<file path="config.mk">
export PLATFORM = sky130hd
export DESIGN_NAME = maze_solver_sm
export DESIGN_NICKNAME = d
export VERILOG_FILES = /design/src/rtl/maze_pkg.sv /design/src/rtl/turn_sel.sv /design/src/rtl/maze_solver_sm.sv
export SDC_FILE = /design/constraint.sdc
export NUM_CORES = 1
export LEC_CHECK = 0
export ABC_AREA = 1
export BUFFER_PORTS_ARGS = -buffer_cell sky130_fd_sc_hd__buf_4
export CORE_MARGIN = 4
export CORE_UTILIZATION = 51
export CTS_CLUSTER_SIZE = 24
export DETAILED_ROUTE_END_ITERATION = 10
export PLACE_DENSITY = 0.78
export SYNTH_ARGS = -nofsm -noshare
export SYNTH_HDL_FRONTEND = slang
export SYNTH_SLANG_ARGS = --single-unit
</file>
<file path="constraint.sdc">
create_clock -name clk -period 3.7 [get_ports clk]
set_input_delay 0.925 -clock clk [delete_from_list [all_inputs] [get_ports clk]]
set_output_delay 0.925 -clock clk [all_outputs]
set_load 0.1 [all_outputs]
</file>
<file path="src/rtl/maze_pkg.sv">
// Shared types for the wall-following maze solver: directions, headings, FSM states, turn codes.
package maze_pkg;

    // Counterclockwise encoding so a left turn is +1 and a right turn is -1 (mod 4).
    typedef enum logic [1:0] {
        DIR_N = 2'd0,
        DIR_W = 2'd1,
        DIR_S = 2'd2,
        DIR_E = 2'd3
    } dir_t;

    localparam logic [11:0] HDNG_N = 12'h000;
    localparam logic [11:0] HDNG_W = 12'h3FF;
    localparam logic [11:0] HDNG_S = 12'h7FF;
    localparam logic [11:0] HDNG_E = 12'hC00;

    typedef enum logic [2:0] {
        ST_IDLE,
        ST_SETTLE,
        ST_DECIDE,
        ST_HDNG,
        ST_WAIT_H,
        ST_MOVE,
        ST_WAIT_M,
        ST_DONE
    } state_t;

    typedef enum logic [1:0] {
        TURN_STRAIGHT = 2'd0,
        TURN_LEFT     = 2'd1,
        TURN_RIGHT    = 2'd2,
        TURN_UTURN    = 2'd3
    } turn_t;

    function automatic logic [11:0] dir2hdng(input dir_t d);
        logic [11:0] h;
        h = HDNG_N;
        case (d)
            DIR_N:   h = HDNG_N;
            DIR_W:   h = HDNG_W;
            DIR_S:   h = HDNG_S;
            DIR_E:   h = HDNG_E;
            default: h = HDNG_N;
        endcase
        return h;
    endfunction

endpackage

</file>
<file path="src/rtl/turn_sel.sv">
// Combinational wall-follower turn choice: followed wall first, then straight, then far wall, else U-turn.
// Zero latency; no flow control.
module turn_sel
    import maze_pkg::*;
#(
    parameter bit LFT_HAND = 1'b1
) (
    input  logic  lft_opn_i,
    input  logic  rght_opn_i,
    input  logic  frwrd_opn_i,
    output turn_t turn_o
);

    always_comb begin
        turn_o = TURN_UTURN;
        if (LFT_HAND) begin
            if (lft_opn_i)        turn_o = TURN_LEFT;
            else if (frwrd_opn_i) turn_o = TURN_STRAIGHT;
            else if (rght_opn_i)  turn_o = TURN_RIGHT;
        end else begin
            if (rght_opn_i)       turn_o = TURN_RIGHT;
            else if (frwrd_opn_i) turn_o = TURN_STRAIGHT;
            else if (lft_opn_i)   turn_o = TURN_LEFT;
        end
    end

endmodule

</file>
<file path="src/rtl/maze_solver_sm.sv">
// Maze-solving command initiator: settles, samples IR openings, requests heading/move, waits on mv_cmplt.
// Requests are single-cycle registered pulses; each outstanding request blocks until mv_cmplt returns.
module maze_solver_sm
    import maze_pkg::*;
#(
    parameter bit          LFT_HAND   = 1'b1,
    parameter int unsigned SETTLE_CYC = 4
) (
    input  logic        clk,
    input  logic        rst_n,
    input  logic        cmd_md,
    input  logic        sol_cmplt,
    input  logic        mv_cmplt,
    input  logic        lft_opn,
    input  logic        rght_opn,
    input  logic        frwrd_opn,
    output logic        strt_hdng,
    output logic        strt_mv,
    output logic        stp_lft,
    output logic        stp_rght,
    output logic [11:0] dsrd_hdng,
    output logic        solved
);

    localparam logic [3:0] SETTLE_LD = 4'(SETTLE_CYC);

    state_t      state_q, state_d;
    dir_t        dir_q, dir_d;
    logic [3:0]  cnt_q, cnt_d;
    logic        sol_q, sol_d;
    logic [11:0] dsrd_hdng_q;
    logic        strt_hdng_q, strt_mv_q, solved_q;
    turn_t       turn;

    turn_sel #(.LFT_HAND(LFT_HAND)) u_turn_sel (
        .lft_opn_i   (lft_opn),
        .rght_opn_i  (rght_opn),
        .frwrd_opn_i (frwrd_opn),
        .turn_o      (turn)
    );

    always_comb begin
        state_d = state_q;
        dir_d   = dir_q;
        cnt_d   = cnt_q;
        sol_d   = sol_q;
        case (state_q)
            ST_IDLE: begin
                sol_d = 1'b0;
                if (cmd_md) begin
                    cnt_d   = SETTLE_LD;
                    state_d = ST_SETTLE;
                end
            end
            ST_SETTLE: begin
                cnt_d = cnt_q - 4'd1;
                if (cnt_q <= 4'd1) state_d = ST_DECIDE;
            end
            ST_DECIDE: begin
                if (sol_cmplt || sol_q) begin
                    state_d = ST_DONE;
                end else if (!cmd_md) begin
                    state_d = ST_IDLE;
                end else begin
                    case (turn)
                        TURN_STRAIGHT: state_d = ST_MOVE;
                        TURN_LEFT: begin
                            dir_d   = dir_t'(dir_q + 2'd1);
                            state_d = ST_HDNG;
                        end
                        TURN_RIGHT: begin
                            dir_d   = dir_t'(dir_q - 2'd1);
                            state_d = ST_HDNG;
                        end
                        default: begin
                            dir_d   = dir_t'(dir_q + 2'd2);
                            state_d = ST_HDNG;
                        end
                    endcase
                end
            end
            ST_HDNG:   state_d = ST_WAIT_H;
            ST_WAIT_H: if (mv_cmplt) state_d = ST_MOVE;
            ST_MOVE:   state_d = ST_WAIT_M;
            ST_WAIT_M: begin
                // Goal seen mid-move must survive until the next decision point.
                if (sol_cmplt) sol_d = 1'b1;
                if (mv_cmplt) begin
                    cnt_d   = SETTLE_LD;
                    state_d = ST_SETTLE;
                end
            end
            ST_DONE:   if (!cmd_md) state_d = ST_IDLE;
            default:   state_d = ST_IDLE;
        endcase
    end

    always_ff @(posedge clk or negedge rst_n) begin
        if (!rst_n) begin
            state_q     <= ST_IDLE;
            dir_q       <= DIR_N;
            cnt_q       <= 4'd0;
            sol_q       <= 1'b0;
            dsrd_hdng_q <= HDNG_N;
            strt_hdng_q <= 1'b0;
            strt_mv_q   <= 1'b0;
            solved_q    <= 1'b0;
        end else begin
            state_q     <= state_d;
            dir_q       <= dir_d;
            cnt_q       <= cnt_d;
            sol_q       <= sol_d;
            strt_hdng_q <= (state_d == ST_HDNG);
            strt_mv_q   <= (state_d == ST_MOVE);
            solved_q    <= (state_d == ST_DONE);
            if (state_d == ST_HDNG) dsrd_hdng_q <= dir2hdng(dir_d);
        end
    end

    assign strt_hdng = strt_hdng_q;
    assign strt_mv   = strt_mv_q;
    assign solved    = solved_q;
    assign dsrd_hdng = dsrd_hdng_q;
    assign stp_lft   = LFT_HAND;
    assign stp_rght  = ~LFT_HAND;

endmodule

</file>
==> impl_results.md <==
* First-pass GRT wire length at 3.34 mm
* Diode count at 0
* HPWL after DPL at 1.60 mm
* DR vias at 873
* Tot GR Track Use at 0.156
* CTS resizes at 0
* Post-CTS Hold Buffers at 0
* Worst path max stage delay at 0.30 ns
* Largest net degree at the start of global routing at 17
* Clock Path Buffers at 2
* WL final at 2.02 mm
* Via/cell ratio at 4.82
* CP Launch Type: input pin
* Mapped Nets at 153
* Clock transition at path regs at 0.10 ns
* Port Buffers at 22
* Initial antenna violation count at 0
* Final net count at 168
* CP max-delay cell: ha_1
* Cell repeated most along the worst path: nand2_1
* Fin. Hold Viols at 0
* Fin crit share at 0.670
* First-pass detailed-route iteration total at 4
* Fmax at 404 MHz
* Worst path arrival time at 2.66 ns
* Postcts setup bufs at 0
* Vias in the first global route at 830
* H-tree depth at 1
* Worst Path Required at 3.88 ns
* Final ANT Viol Nets at 0
* Root Buffer: clkbuf_4
* Wire per inst at 11.1 µm
* Core footprint at 1980 µm²
* Setup CP Type: in -> reg
* Distinct cells, synth at 25
* Ports at 25
* Site row count at 16
* Min-delay worst type: in -> async
* Die height at 53.7 µm
* Worst-path cell chain: buf_4 > o21ai_0 > inv_1 > ha_1 > or2_2 > nand2_1 > nand2_1 > nand3_1 > nand2_1 > nand2_1 > nand2_1 > ha_1 > nand2_1 > nand2_1
* Share of cells above drive strength 1 at 0.247
* Post-route minimum period at 2.48 ns
* First DRT Iteration DRCs at 26
* Die area at 2890 µm²
* CTS sink count at 16
* Worst-path fanout max at 3
* Commonest non-fill, non-tap cell in the layout: nand2_1
* Placer Congestion at 0.870
* Worst-skew pair later-pin latency at 0.28 ns
* Drt drc at 0
* CTS tree: done
* Status: finished clean
* Max Slew Vio Count at 0
* Crit end category: flop
* Syn_area_per_cell at 7.61 µm²
* Max-Cap Viols at 0
* Setup violators final at 0
* Synthesized area at 1070 µm²
* Initial core utilization at 0.538
* Grt total ovfl at 0
* Yosys warns at 0
* Most frequent cells in the layout: nand2_1, buf_4, inv_1, dfrtp_1
* Seq cells post-synth at 16
* Setup TNS Final at 0 ns
* Die width at 53.7 µm
* Post-synthesis sequential area ratio at 0.376
* Cells after synthesis at 140
* CTS buffer count at 3
* Area growth, synth to finish at 13.3%
* RSZ-0062 raised after global routing: false
* Clock skew at 0.00134 ns
## worst paths after layout
| kind | startpoint | end | slack (ns) | depth (start not counted) |
|---|---|---|---|---|
| max in group asynchronous | rst_n | solved$_DFF_PN0_ | 3.04 | 1 |
| min in group clk | dsrd_hdng[10]$_DFFE_PN0N_ | dsrd_hdng[10]$_DFFE_PN0N_ | 0.51 | 2 |
| min | rst_n | cnt_q[0]$_DFFE_PN0P_ | 0.48 | 1 |
| max | frwrd_opn | dsrd_hdng[9]$_DFFE_PN0N_ | 1.22 | 14 |
| min reg2reg | dsrd_hdng[10]$_DFFE_PN0N_ | dsrd_hdng[10]$_DFFE_PN0N_ | 0.51 | 2 |
| max reg2reg | state_q[0]$_DFF_PN0_ | dsrd_hdng[9]$_DFFE_PN0N_ | 1.98 | 9 |
## synth_stat cells (all sizes together)
cell type  number  area share
a21o            1      0.0070
a21oi           1      0.0047
buf            12       0.088
conb            2      0.0070
dfrtp          16        0.38
ha              5       0.059
inv            23       0.081
nand2          37        0.13
nand3          10       0.068
nand4           1      0.0059
nor2           13       0.065
nor3            2      0.0094
o21a            1      0.0070
o21ai          10       0.050
o22ai           3       0.018
or2             1      0.0059
xor2            2       0.016
## per-layer routing
metal  up-vias  part of all wire  global-route usage
li1        450                 -                   -
met5         -                 0                   0
met4         0            0.0065              0.0511
met2        12              0.53               0.274
met3         2             0.031              0.0249
met1       409              0.43               0.193
## registers in the layout (all words and copies together), names as in the netlist
| signal | flops |
|---|---|
| sol_q | 1 |
| solved | 1 |
| strt_mv | 1 |
| cnt_q | 4 |
| strt_hdng | 1 |
| dsrd_hdng | 3 |
| state_q | 3 |
| dir_q | 2 |
## cell type report
type / instances / area [µm²]
inverter: 23 / 86.3
tap: 27 / 33.8
fill: 178 / 774
clock buffer: 4 / 36.3
multi-input combinational: 89 / 485
timing repair buffer: 22 / 165
sequential: 16 / 400
## logic make-up after synthesis
group / count (synthesis) / synth area share
AOI/OAI and AO/OA: 16 / 0.0869
xor gates and xnor gates: 2 / 0.0164
adders and majority gates: 5 / 0.0587
buffers and inverters: 35 / 0.169
DFF: 16 / 0.376
other: 2 / 0.00704
and+or+nand+nor: 64 / 0.286
## critical path, delay by kind of cell
family / cells / cell delay [ns]
and+or+nand+nor: 9 / 0.78
adders and majority gates: 2 / 0.51
AOI/OAI and AO/OA: 1 / 0.25
buffers and inverters: 2 / 0.21
## per-stage QoR
stage,utilization,worst slack [ns],cells,hold slack [ns],cell area [µm²]
global placement,0.591,1.07,177,0.472,1170
global route,0.609,1.12,181,0.479,1210
floorplan,-,1.24,140,0.473,1070
detailed placement,0.591,0.928,177,0.468,1170
finish,0.609,1.22,181,0.482,1210
CTS,0.609,1.23,181,0.485,1210
Power is left out: the tool's default activity adds up to more than one toggle a clock period on the data nets, which glitch-free logic cannot reach.
